--- src/rtl/operand_regfile.sv ---
// operand_regfile: general registers and C/Z/N flags feeding the 8-bit ALU.
// Two combinational read ports with write-first bypass, one write port,
// a post-inc/dec pointer held in two adjacent registers, and a shadow
// flag copy for interrupt entry/return.
module operand_regfile #(
  parameter int NREGS    = 16,
  parameter int PTR_BASE = 14
) (
  input  logic        clk,
  input  logic        rst_n,
  input  logic [3:0]  addr_a,
  input  logic [3:0]  addr_b,
  output logic [7:0]  data_a,
  output logic [7:0]  data_b,
  input  logic        wr_en,
  input  logic [3:0]  wr_addr,
  input  logic [7:0]  wr_data,
  input  logic [2:0]  flag_we,
  input  logic        c_in,
  input  logic        z_in,
  input  logic        n_in,
  output logic        carry,
  output logic        zero,
  output logic        neg,
  output logic [15:0] ptr,
  input  logic        ptr_inc,
  input  logic        ptr_dec,
  input  logic        irq_enter,
  input  logic        irq_return
);

  localparam int AW = (NREGS > 1) ? $clog2(NREGS) : 1;
  localparam logic [AW-1:0] PTR_LO = AW'(PTR_BASE);
  localparam logic [AW-1:0] PTR_HI = AW'(PTR_BASE + 1);

  // Indices are taken modulo NREGS by dropping the upper address bits.
  logic [AW-1:0] a_idx;
  logic [AW-1:0] b_idx;
  logic [AW-1:0] w_idx;
  assign a_idx = addr_a[AW-1:0];
  assign b_idx = addr_b[AW-1:0];
  assign w_idx = wr_addr[AW-1:0];

  logic [NREGS-1:0][7:0] regs;
  logic [2:0]            flags_reg;   // {C,Z,N}
  logic [2:0]            shadow_reg;  // {C,Z,N} saved on interrupt entry

  // Pointer stepping: an explicit write to either pointer byte suppresses
  // the inc/dec for both bytes; inc and dec together cancel out.
  logic        wr_hits_ptr;
  logic        ptr_step;
  logic [15:0] ptr_next;
  assign wr_hits_ptr = wr_en && ((w_idx == PTR_LO) || (w_idx == PTR_HI));
  assign ptr_step    = (ptr_inc ^ ptr_dec) && !wr_hits_ptr;
  assign ptr_next    = ptr_inc ? (ptr + 16'd1) : (ptr - 16'd1);
  assign ptr         = {regs[PTR_BASE+1], regs[PTR_BASE]};

  genvar gi;
  generate
    for (gi = 0; gi < NREGS; gi++) begin : g_reg
      logic [7:0] q_reg;
      logic       step_load;
      logic [7:0] step_byte;

      if (gi == PTR_BASE) begin : g_ptr_lo
        assign step_load = ptr_step;
        assign step_byte = ptr_next[7:0];
      end else if (gi == PTR_BASE + 1) begin : g_ptr_hi
        assign step_load = ptr_step;
        assign step_byte = ptr_next[15:8];
      end else begin : g_plain
        assign step_load = 1'b0;
        assign step_byte = 8'h00;
      end

      // Register storage: explicit write has priority over pointer stepping.
      always_ff @(posedge clk or negedge rst_n) begin
        if (!rst_n) begin
          q_reg <= 8'h00;
        end else if (wr_en && (w_idx == AW'(gi))) begin
          q_reg <= wr_data;
        end else if (step_load) begin
          q_reg <= step_byte;
        end
      end

      assign regs[gi] = q_reg;
    end
  endgenerate

  // Read ports with write-first bypass; bypass is held off during reset so
  // the operands read as zero while rst_n is low.
  logic byp_a;
  logic byp_b;
  assign byp_a  = rst_n && wr_en && (w_idx == a_idx);
  assign byp_b  = rst_n && wr_en && (w_idx == b_idx);
  assign data_a = byp_a ? wr_data : regs[a_idx];
  assign data_b = byp_b ? wr_data : regs[b_idx];

  // Live flags: restore from shadow wins over per-flag writeback.
  always_ff @(posedge clk or negedge rst_n) begin
    if (!rst_n) begin
      flags_reg <= 3'b000;
    end else if (irq_return) begin
      flags_reg <= shadow_reg;
    end else begin
      if (flag_we[2]) flags_reg[2] <= c_in;
      if (flag_we[1]) flags_reg[1] <= z_in;
      if (flag_we[0]) flags_reg[0] <= n_in;
    end
  end

  // Shadow flags capture the pre-edge live flags on interrupt entry.
  always_ff @(posedge clk or negedge rst_n) begin
    if (!rst_n) begin
      shadow_reg <= 3'b000;
    end else if (irq_enter) begin
      shadow_reg <= flags_reg;
    end
  end

  assign carry = flags_reg[2];
  assign zero  = flags_reg[1];
  assign neg   = flags_reg[0];

endmodule

--- config.mk ---
export PLATFORM = sky130hd
export DESIGN_NAME = operand_regfile
export DESIGN_NICKNAME = d
export VERILOG_FILES = /design/src/rtl/operand_regfile.sv
export SDC_FILE = /design/constraint.sdc
export NUM_CORES = 1
export LEC_CHECK = 0
export BUFFER_PORTS_ARGS = -buffer_cell sky130_fd_sc_hd__buf_2
export CAP_MARGIN = 10
export CORE_MARGIN = 2
export CORE_UTILIZATION = 50
export CTS_BUF_LIST = sky130_fd_sc_hd__clkbuf_2 sky130_fd_sc_hd__clkbuf_4 sky130_fd_sc_hd__clkbuf_8
export DETAILED_ROUTE_END_ITERATION = 8
export HOLD_SLACK_MARGIN = 0.02
export PLACE_DENSITY = 0.75
export SLEW_MARGIN = 10
export SYNTH_ARGS = -nofsm -noshare
export SYNTH_HDL_FRONTEND = slang
export SYNTH_SLANG_ARGS = --single-unit
--- constraint.sdc ---
create_clock -name clk -period 6 [get_ports clk]
set_input_delay 0.6 -clock clk [delete_from_list [all_inputs] [get_ports clk]]
set_output_delay 0.6 -clock clk [all_outputs]
set_load 0.01 [all_outputs]
==> results.md <==
- Final HPWL from detailed placement: 14800 um
- Core outline area: 0.0165 mm2
- Clock transition at path regs: 0.08 ns
- Vias: 5876
- Routed Antenna Nets: 0
- Die area: 0.0177 mm2
- Avg Cell Area, Syn: 12.8 um2
- Fmax: 297 MHz
- TNS Setup: 0 ns
- Synth top area cells: dfrtp_1, mux2_2, mux4_2
- Max rail drop VDD: 0.000196 V
- Crit path required time: about 5.4 ns
- Slew @ Worst Pin: 0.932 ns
- I/O pins: 68
- CTS root buf: clkbuf_8
- Maximum clock path buffer count: 2
- Hold Slack: ~0.14 ns
- Crit end category: output port
- Post-CTS Setup Bufs: 0
- Antenna diodes: 0
- Largest net degree at the start of global routing: between 70 and 80
- Antenna violations before repair: 0
- Crit Path Category: input pin to output port
- PwrDens: ~380 mW/mm2
- Final core occ: 0.556
- Period utilization: 0.561
- Final Critical Period: 3.37 ns
- Ys Warns: 0
- Total Routing Usage GR: 0.248
- Slew Limit Headroom: 0.379
- Die Y: around 130 um
- Vias in the first global route: 6262
- Starting Density: 0.507
- Sequential share of the synthesized area: 0.402
- Synth cell types: 47
- Final Hold Violating Endpoints: 0
- Global route total overflow: 0
- Worst clock skew: 0.00671 ns
- Ys async rst share: 1.00
- CP startpoint kind: input pin
- Detailed Route Iter0 Violations: roughly 420
- # rows: 47
- Slew Limit Fails: 0
- Fillers: 1397
- Leak Pwr: slightly below 4 nW
- Cell area after synthesis: 0.00834 mm2
- Count leader, synth: dfrtp_1
- EDFF count, synth: 0
- Max reg flops: 128
- Layout cells sized above 1: 0.407
- Area leader, netlist: dfrtp_1
- Clock latency on the worst-skew pair: 0.44 ns
- Nets: 740
- Yosys reg bits: 134
- Synth top area share: 0.402
- Crit Path Max Fanout: 21
- Cells after DPL: 893
- Final Instance Area: between 0.009 and 0.01 mm2
- RSZ-0062 raised after global routing: no
- Cells after Synth: 653
- Max cap viols: 0
- Status: completed
- Area Overhead vs Synth: 9.77%
- Hold_buf cts: 0
- Post-CTS sizing: 0
- Routed WL: 20900 um
- Port bufs: 67
- Non-filler cells, final: between 900 and 1000
- Most used DFF post-synth: dfrtp_1
- DR WL/cell: approximately 23 um
- Hold WC Path Type: input pin to asynchronous set/reset pin
- Synthesized Nets: 701
- WP data arrival: 2.77 ns
- DR vias/cell: ~6.4
- PnR worst setup slack: 2.63 ns
- Pre-Repair DR Iteration Count: 5
- Clk sinks: 134
- Gpl congestion: around 0.85
- CTS H-tree depth: 4
- Most frequent cells after synthesis: dfrtp_1, mux2_2, mux4_2, nand2_1, a21oi_1
- Die Wd: 133 um
- Final setup viols: 0
- TritonCTS buffer count: 17
- Total power: 3.47 mW
- DRC violations left: 0
- First-pass GRT wire length: around 34000 um
- Placement-stage cell area: 0.00872 mm2
- TritonCTS clock tree: yes
- Pre-CTS WS: 2.61 ns
critical path, cell delays in order:
cell and delay [ns]:
buf_2 0.44, buf_4 0.49, mux4_2 0.57, mux2i_1 0.16, nand2_1 0.08, mux2i_1 0.13, a21oi_1 0.08, buf_2 0.19
per-layer routing:
metal,vias to the layer above,global-route usage,routed length [um]
met4,0,0.0916,558
met2,209,0.423,10600
met3,47,0.0514,1200
li1,2569,-,-
met1,3051,0.317,8550
met5,-,0,0
placed cells by master, fill, tap and decap left out, drive strengths merged, types with 11 or more instances in the layout:
master  count
nand3      11
clkbuf     25
nand2      35
mux2      123
mux2i      30
mux4       64
dfrtp     134
nor2       33
buf        71
ha         14
a21oi      32
nor2b      11
o21ai      18
final timing paths:
| kind | start | endpoint | slack, ns | cells after the start |
|---|---|---|---|---|
| min in group clk | irq_return | flags_reg[2] | 0.41 | 2 |
| setup reg to reg | g_reg[15].q_reg[1] | g_reg[15].q_reg[7] | 3.58 | 7 |
| hold / removal | rst_n | g_reg[1].q_reg[4] | 0.14 | 1 |
| setup / recovery | addr_b[0] | data_b[1] | 2.63 | 8 |
| hold reg to reg | shadow_reg[2] | flags_reg[2] | 0.51 | 2 |
| max in group asynchronous | rst_n | g_reg[2].q_reg[7] | 4.48 | 2 |
final cells by class:
| type | instances | area (um2) | area share |
|---|---|---|---|
| Sequential cell | 134 | 3350 | 0.366 |
| Multi-Input combinational cell | 461 | 4690 | 0.513 |
| Timing Repair Buffer | 71 | 372 | 0.0406 |
| Clock inverter | 7 | 118 | 0.0128 |
| Tap cell | 220 | 275 | 0.0301 |
| Clock buffer | 25 | 319 | 0.0349 |
| Inverter | 7 | 26.3 | 0.00287 |
report_power, final:
group | leakage, nW | total, mW | internal [mW] | switching [mW]
sequential | 1.64 | 1.39 | 1.14 | 0.244
clock | 0.216 | 0.809 | 0.473 | 0.335
combinational | 2.05 | 1.27 | 0.670 | 0.603
total | 3.90 | 3.47 | 2.29 | 1.18
cells by family (layout without fill, tap and decap cells):
family	after synthesis	in the layout	share of synthesized area
adders and majority gates	15	15	0.0234
DFF	134	134	0.402
AOI/OAI and AO/OA	96	96	0.0704
xor gates and xnor gates	19	19	0.0200
buffers and inverters	58	110	0.0354
muxes	217	217	0.381
and+or+nand+nor	114	114	0.0681
Note: power is estimated with default switching activity, not from simulation.
